===== config.mk =====
export PLATFORM = sky130hd
export DESIGN_NAME = pipe_stage_reg
export DESIGN_NICKNAME = d
export VERILOG_FILES = /design/src/rtl/pipe_pkg.sv /design/src/rtl/sat_counter.sv /design/src/rtl/pipe_stage_reg.sv
export SDC_FILE = /design/constraint.sdc
export NUM_CORES = 1
export LEC_CHECK = 0
export CORE_UTILIZATION = 55
export CTS_CLUSTER_SIZE = 10
export DETAILED_ROUTE_END_ITERATION = 6
export PLACE_DENSITY = 0.94
export SLEW_MARGIN = 25
export SYNTH_ARGS = -nofsm -noshare
export SYNTH_HDL_FRONTEND = slang
export SYNTH_SLANG_ARGS = --single-unit

===== constraint.sdc =====
create_clock -name clk -period 2.7 [get_ports clk]
set_input_delay 0.54 -clock clk [delete_from_list [all_inputs] [get_ports clk]]
set_output_delay 0.54 -clock clk [all_outputs]
set_load 0.01 [all_outputs]

===== src/rtl/pipe_pkg.sv =====
// Shared definitions for the pipeline-stage register family: occupancy
// states of the skid-buffered stage, the bubble encoding and the payload
// widths used between each pair of pipeline stages.
package pipe_pkg;

  // Occupancy of a skid-buffered stage: nothing held, main only, main + skid.
  typedef enum logic [1:0] {
    ST_EMPTY = 2'd0,
    ST_ONE   = 2'd1,
    ST_FULL  = 2'd2
  } state_e;

  // RV32I canonical NOP (addi x0, x0, 0); a natural bubble for the IF/ID stage.
  localparam logic [31:0] NOP_INSTR = 32'h0000_0013;
  localparam logic [31:0] BUBBLE    = NOP_INSTR;

  // Payload widths packed by each upstream stage.
  localparam int unsigned XLEN     = 32;
  localparam int unsigned IF_ID_W  = 2 * XLEN;
  localparam int unsigned ID_EX_W  = 3 * XLEN + 5 + 16;
  localparam int unsigned EX_MEM_W = 2 * XLEN + 5 + 8;
  localparam int unsigned MEM_WB_W = XLEN + 5 + 2;

  // Width of the optional performance counters.
  localparam int unsigned PERF_CNT_W = 32;

  // Number of payload entries held in a given occupancy state.
  function automatic logic [1:0] entry_count(input state_e s);
    logic [1:0] n;
    n = 2'd0;
    case (s)
      ST_ONE:  n = 2'd1;
      ST_FULL: n = 2'd2;
      default: n = 2'd0;
    endcase
    return n;
  endfunction

endpackage


===== src/rtl/sat_counter.sv =====
// Saturating up-counter used for stall/flush statistics. It sticks at its
// all-ones value instead of wrapping, and only clr returns it to zero.
module sat_counter
  import pipe_pkg::*;
#(
  parameter int unsigned WIDTH = PERF_CNT_W
) (
  input  logic             clk,
  input  logic             clr,
  input  logic             inc,
  output logic [WIDTH-1:0] count
);

  logic [WIDTH-1:0] count_q;
  logic [WIDTH-1:0] count_d;

  // Advance by one on inc unless already at the all-ones ceiling.
  always_comb begin
    count_d = count_q;
    if (inc && (count_q != {WIDTH{1'b1}})) begin
      count_d = count_q + {{(WIDTH-1){1'b0}}, 1'b1};
    end
  end

  // Synchronous clear has priority over counting.
  always_ff @(posedge clk) begin
    if (clr) begin
      count_q <= '0;
    end else begin
      count_q <= count_d;
    end
  end

  assign count = count_q;

endmodule


===== src/rtl/pipe_stage_reg.sv =====
// Generic pipeline-stage register with valid/ready back-pressure and flush.
// SKID=1 holds up to two entries so in_ready can come straight from a flop;
// SKID=0 holds one entry and in_ready is combinational from out_ready.
// Optional statistics counters (stall_cnt, flush_cnt) exist only when the
// macro PIPE_STAGE_PERF_EN is defined.
module pipe_stage_reg
  import pipe_pkg::*;
#(
  parameter int unsigned  DATA_W      = 32,
  parameter bit           SKID        = 1'b1,
  parameter logic [127:0] BUBBLE_DATA = '0
) (
  input  logic              clk,
  input  logic              rst,
  input  logic              flush,
  input  logic              in_valid,
  output logic              in_ready,
  input  logic [DATA_W-1:0] in_data,
  output logic              out_valid,
  input  logic              out_ready,
  output logic [DATA_W-1:0] out_data
`ifdef PIPE_STAGE_PERF_EN
  ,
  output logic [31:0]       stall_cnt,
  output logic [31:0]       flush_cnt
`endif
);

  // Bubble value fitted to the payload width (truncated or zero-extended).
  localparam logic [DATA_W-1:0] BUBBLE_W = DATA_W'(BUBBLE_DATA);

  generate
    if (SKID) begin : g_skid

      state_e            state_q, state_d;
      logic [DATA_W-1:0] main_q, main_d;
      logic [DATA_W-1:0] skid_q, skid_d;
      logic              in_ready_q, in_ready_d;
      logic              accept;
      logic              pop;

      // Next-state logic: flush empties everything; otherwise the entries
      // move as a two-deep FIFO where the skid entry always drains into main.
      always_comb begin
        accept     = in_valid & in_ready_q;
        pop        = (state_q != ST_EMPTY) & out_ready;
        state_d    = state_q;
        main_d     = main_q;
        skid_d     = skid_q;
        if (flush) begin
          state_d = ST_EMPTY;
          main_d  = BUBBLE_W;
          skid_d  = BUBBLE_W;
        end else begin
          case (state_q)
            ST_EMPTY: begin
              if (accept) begin
                state_d = ST_ONE;
                main_d  = in_data;
              end
            end
            ST_ONE: begin
              if (accept && pop) begin
                main_d = in_data;
              end else if (accept) begin
                state_d = ST_FULL;
                skid_d  = in_data;
              end else if (pop) begin
                state_d = ST_EMPTY;
                main_d  = BUBBLE_W;
              end
            end
            ST_FULL: begin
              if (pop) begin
                state_d = ST_ONE;
                main_d  = skid_q;
                skid_d  = BUBBLE_W;
              end
            end
            default: begin
              state_d = ST_EMPTY;
              main_d  = BUBBLE_W;
              skid_d  = BUBBLE_W;
            end
          endcase
        end
        in_ready_d = (state_d != ST_FULL);
      end

      // State, payload and in_ready registers with synchronous reset.
      always_ff @(posedge clk) begin
        if (rst) begin
          state_q    <= ST_EMPTY;
          main_q     <= BUBBLE_W;
          skid_q     <= BUBBLE_W;
          in_ready_q <= 1'b1;
        end else begin
          state_q    <= state_d;
          main_q     <= main_d;
          skid_q     <= skid_d;
          in_ready_q <= in_ready_d;
        end
      end

      assign in_ready  = in_ready_q;
      assign out_valid = (entry_count(state_q) != 2'd0);
      assign out_data  = main_q;

    end else begin : g_single

      logic              valid_q, valid_d;
      logic [DATA_W-1:0] data_q, data_d;
      logic              ready_c;
      logic              accept;
      logic              pop;

      // Single-entry register: accept overwrites, a lone pop leaves a bubble.
      always_comb begin
        ready_c = out_ready | ~valid_q;
        accept  = in_valid & ready_c;
        pop     = valid_q & out_ready;
        valid_d = valid_q;
        data_d  = data_q;
        if (flush) begin
          valid_d = 1'b0;
          data_d  = BUBBLE_W;
        end else if (accept) begin
          valid_d = 1'b1;
          data_d  = in_data;
        end else if (pop) begin
          valid_d = 1'b0;
          data_d  = BUBBLE_W;
        end
      end

      // Valid flag and payload registers with synchronous reset.
      always_ff @(posedge clk) begin
        if (rst) begin
          valid_q <= 1'b0;
          data_q  <= BUBBLE_W;
        end else begin
          valid_q <= valid_d;
          data_q  <= data_d;
        end
      end

      assign in_ready  = ready_c;
      assign out_valid = valid_q;
      assign out_data  = data_q;

    end
  endgenerate

`ifdef PIPE_STAGE_PERF_EN
  logic stall_inc;
  logic flush_inc;

  assign stall_inc = out_valid & ~out_ready;
  assign flush_inc = flush & out_valid;

  sat_counter #(.WIDTH(32)) u_stall_cnt (
    .clk   (clk),
    .clr   (rst),
    .inc   (stall_inc),
    .count (stall_cnt)
  );

  sat_counter #(.WIDTH(32)) u_flush_cnt (
    .clk   (clk),
    .clr   (rst),
    .inc   (flush_inc),
    .count (flush_cnt)
  );
`endif

endmodule

==> impl_metrics.toml, run 1 <==
[floorplan]
die_x_um = 79.2
dieArea_um2 = 6270
row_count = 27
core_area_um2 = 5640
die_h_um = 79.2
io_pins = 71
start_util = 0.581

[detailed_routing]
routedWlPerCell_um = 17.0
ant_nets = 0
drtIter0Drc = 366
drt_wl_total_um = 8340
firstDrtPassIters = 6
vias = 3034
viasPerCell = 6.19
drc = 0

[yosys]
synth_top_family_by_area = "compound AO/OA/AOI/OAI gates"
ys_seq_area_frac = 0.409
synth_warnings = 0
synthAdderAreaFrac = 0.0153
muxShareOfSynthArea = 0
ys_top_cells_by_area = "dfxtp_1 (41%), a22oi_1 (15%), nor2_1 (11%), a211oi_2 (9.9%), nor3_2 (8.2%)"
synth_area_um2 = 3280
synthDominantCellAreaShare = 0.409
synth_cells = 356
synthSimpleGateAreaFrac = 0.226
synthesis.nets = 397
ys_types = 32
synth_compound_gate_area_share = 0.285
synth_xor_area_frac = 0.00267
avgSynthCellArea_um2 = 9.21
yosysTopAreaCell = "dfxtp_1"
synth-seq-cells = 67

[cells_and_area]
nets = 456
layout_commonest_cell = "nor2_1"
finalNonFillerCells = 490
postLayoutCellArea_um2 = 4160
syn2layout_area_growth_pct = 27.0
layout-drive-gt1-share = 0.201
seq_area_um2 = 1340
layout_common_cells = "nor2_1 (99), clkdlybuf4s50_1 (70), dfxtp_1 (67)"
multi_input_area_um2 = 1750
antenna_cells = 0
num-fill-cells = 382

[worst_setup_path]
crit_slowest_cell = "o31a_2"
crit_type = "flip-flop to flip-flop"
critPathTopFamily = "compound AO/OA/AOI/OAI gates"
critPathRequiredTime_ns = 2.94
cp-start-kind = "flip-flop"
critical_path.max_stage_delay_ns = 0.82
path_cells = "inv_1 > ha_1 > buf_4 > nand2b_1 > o31a_2 > a211oi_1 > nor3_1"
end_kind = "flip-flop"
worstPathMaxFanout = 37
crit_arrival_ns = 2.76
path_buf_inv = 2

[power]
clockPowerShare = 0.343
seqPwrFrac = 0.451
internal-power_w = 0.00167
ir_worst_vdd_uv = 304
swShare = 0.276
p_leak_nw = 1.50
p_comb_frac = 0.206
powerDensity_nw_per_um2 = 555
p_sw_w = 0.000638

[clocking]
clk_latency_ns = 0.34
cts_hold_buf = 0
post_cts_buffers = 0
cts_buffers = 9
clk_path_buf_depth = 2
clkSinkCount = 67
clock-root-buffer = "clkbuf_8"
cts_resized = 0
cts_tree = "done"
ctsHtreeMaxLevel = 3
cts.clk_slew.worst_paths_ns = 0.07

[sta]
setup_viol = 0
drv_slew = 0
fmaxAchievable_ghz = 0.397
min_period_over_period = 0.932
tightest_slew_ns = 1.03
fin_skew_ns = 0.00899
finalHoldViolCount = 0
min_period_ns = 2.52
tns_ns = 0
slew-limit-headroom = 0.314
rsz0062_at_grt = "false"

[run]
cap_viol_max_count = 0

[global_route]
gr-usage-all-layers = 0.281
first_global_vias = 2885
overflow = 0
use_met1 = 0.356
antenna_found_initial = 0
grtUsageMet3 = 0.0828
grt_pass1_wl_um = 13700
use_met2 = 0.452
grt_max_degree = 65
grt_busiest_layer = "met2"

[place]
dp.cells = 476
gp_congestion = 0.796
port_buffers = 70
dpl.hpwl_um = 5290
placed_area_um2 = 3980

[worst_hold_path]
hp-class = "flip-flop to flip-flop"

[run_status]
status = "completed"
state kept, by name, indices dropped and copies added, names as in the netlist:
register / cells
out_data: 32
g_skid.skid_q: 32
g_skid.state_q: 2
in_ready: 1
logic make-up after synthesis:
| logic type | Yosys count |
|---|---|
| compound gates | 106 |
| xor+xnor | 1 |
| fa+ha+maj | 4 |
| buf+inv | 36 |
| flops | 67 |
| simple gates | 142 |
routing by layer:
metal / wire length, um / part of all wire
met5: 0 / 0
met4: 189 / 0.023
met3: 651 / 0.078
met2: 4030 / 0.48
met1: 3470 / 0.42
stage by stage:
stage                util  power (W)  setup slack, ns  hold slack [ns]
floorplan               -    0.00135            0.866            0.478
global placement    0.706    0.00152            0.200            0.479
detailed placement  0.706    0.00153           0.0880            0.487
CTS                 0.738    0.00232            0.203            0.499
global route        0.738    0.00241           0.0360            0.534
finish              0.738    0.00231            0.184            0.497
final cells by class:
cell class,count,share of cell area
sequential,67,0.322
clock inverter,3,0.00962
tap,72,0.0216
inverter,2,0.00180
multi-input combinational,253,0.421
timing repair buffer,82,0.190
clock buffer,11,0.0340
power by group through the flow:
stage               clock network [W]  registers, W  logic [W]
global placement                    0       0.00106   0.000455
finish                       0.000794       0.00104   0.000475
CTS                          0.000798       0.00104   0.000474
detailed placement                  0       0.00106   0.000469
global route                 0.000854       0.00105   0.000514
floorplan                           0       0.00108   0.000275
Yosys cell counts, drive strengths merged:
master	number
a211o	1
a211oi	32
a21boi	1
a221oi	1
a22oi	64
a32o	1
and2	1
buf	15
clkbuf	19
dfxtp	67
ha	4
inv	2
nand2	1
nand2b	1
nand3	1
nand3b	1
nor2	99
nor2b	1
nor3	34
o21ai	3
o311a	1
o31a	1
o31ai	1
or2	2
or3	1
xnor2	1
final timing paths:
path	startpoint	endpoint	slack, ns	cells after the start
setup / recovery	g_skid.state_q[1]	out_data[18]	0.18	7
hold / removal	out_data[21]	out_data[21]	0.50	2
setup reg to reg	g_skid.state_q[1]	out_data[18]	0.18	7
hold reg to reg	out_data[21]	out_data[21]	0.50	2
tightest hold or removal path, cell delays in order, from the launching register on:
cell and delay (ns):
dfxtp_1 0.31, nor2_1 0.10, nor3_1 0.05
Note: power is estimated with default switching activity, not from simulation.
==> run 2: changes to the inputs <==
==> constraint.sdc (replaced) <==
create_clock -name clk -period 2.7 [get_ports clk]
set_input_delay 0.54 -clock clk [delete_from_list [all_inputs] [get_ports clk]]
set_output_delay 0.54 -clock clk [all_outputs]
set_load 0.005 [all_outputs]
==> results of run 2 <==
Same layout as run 1 (identical final DEF). Status: completed.
Among the figures that moved: total power 0.00231 W -> 0.00230 W; worst IR drop on VDD 304 uV -> 301 uV
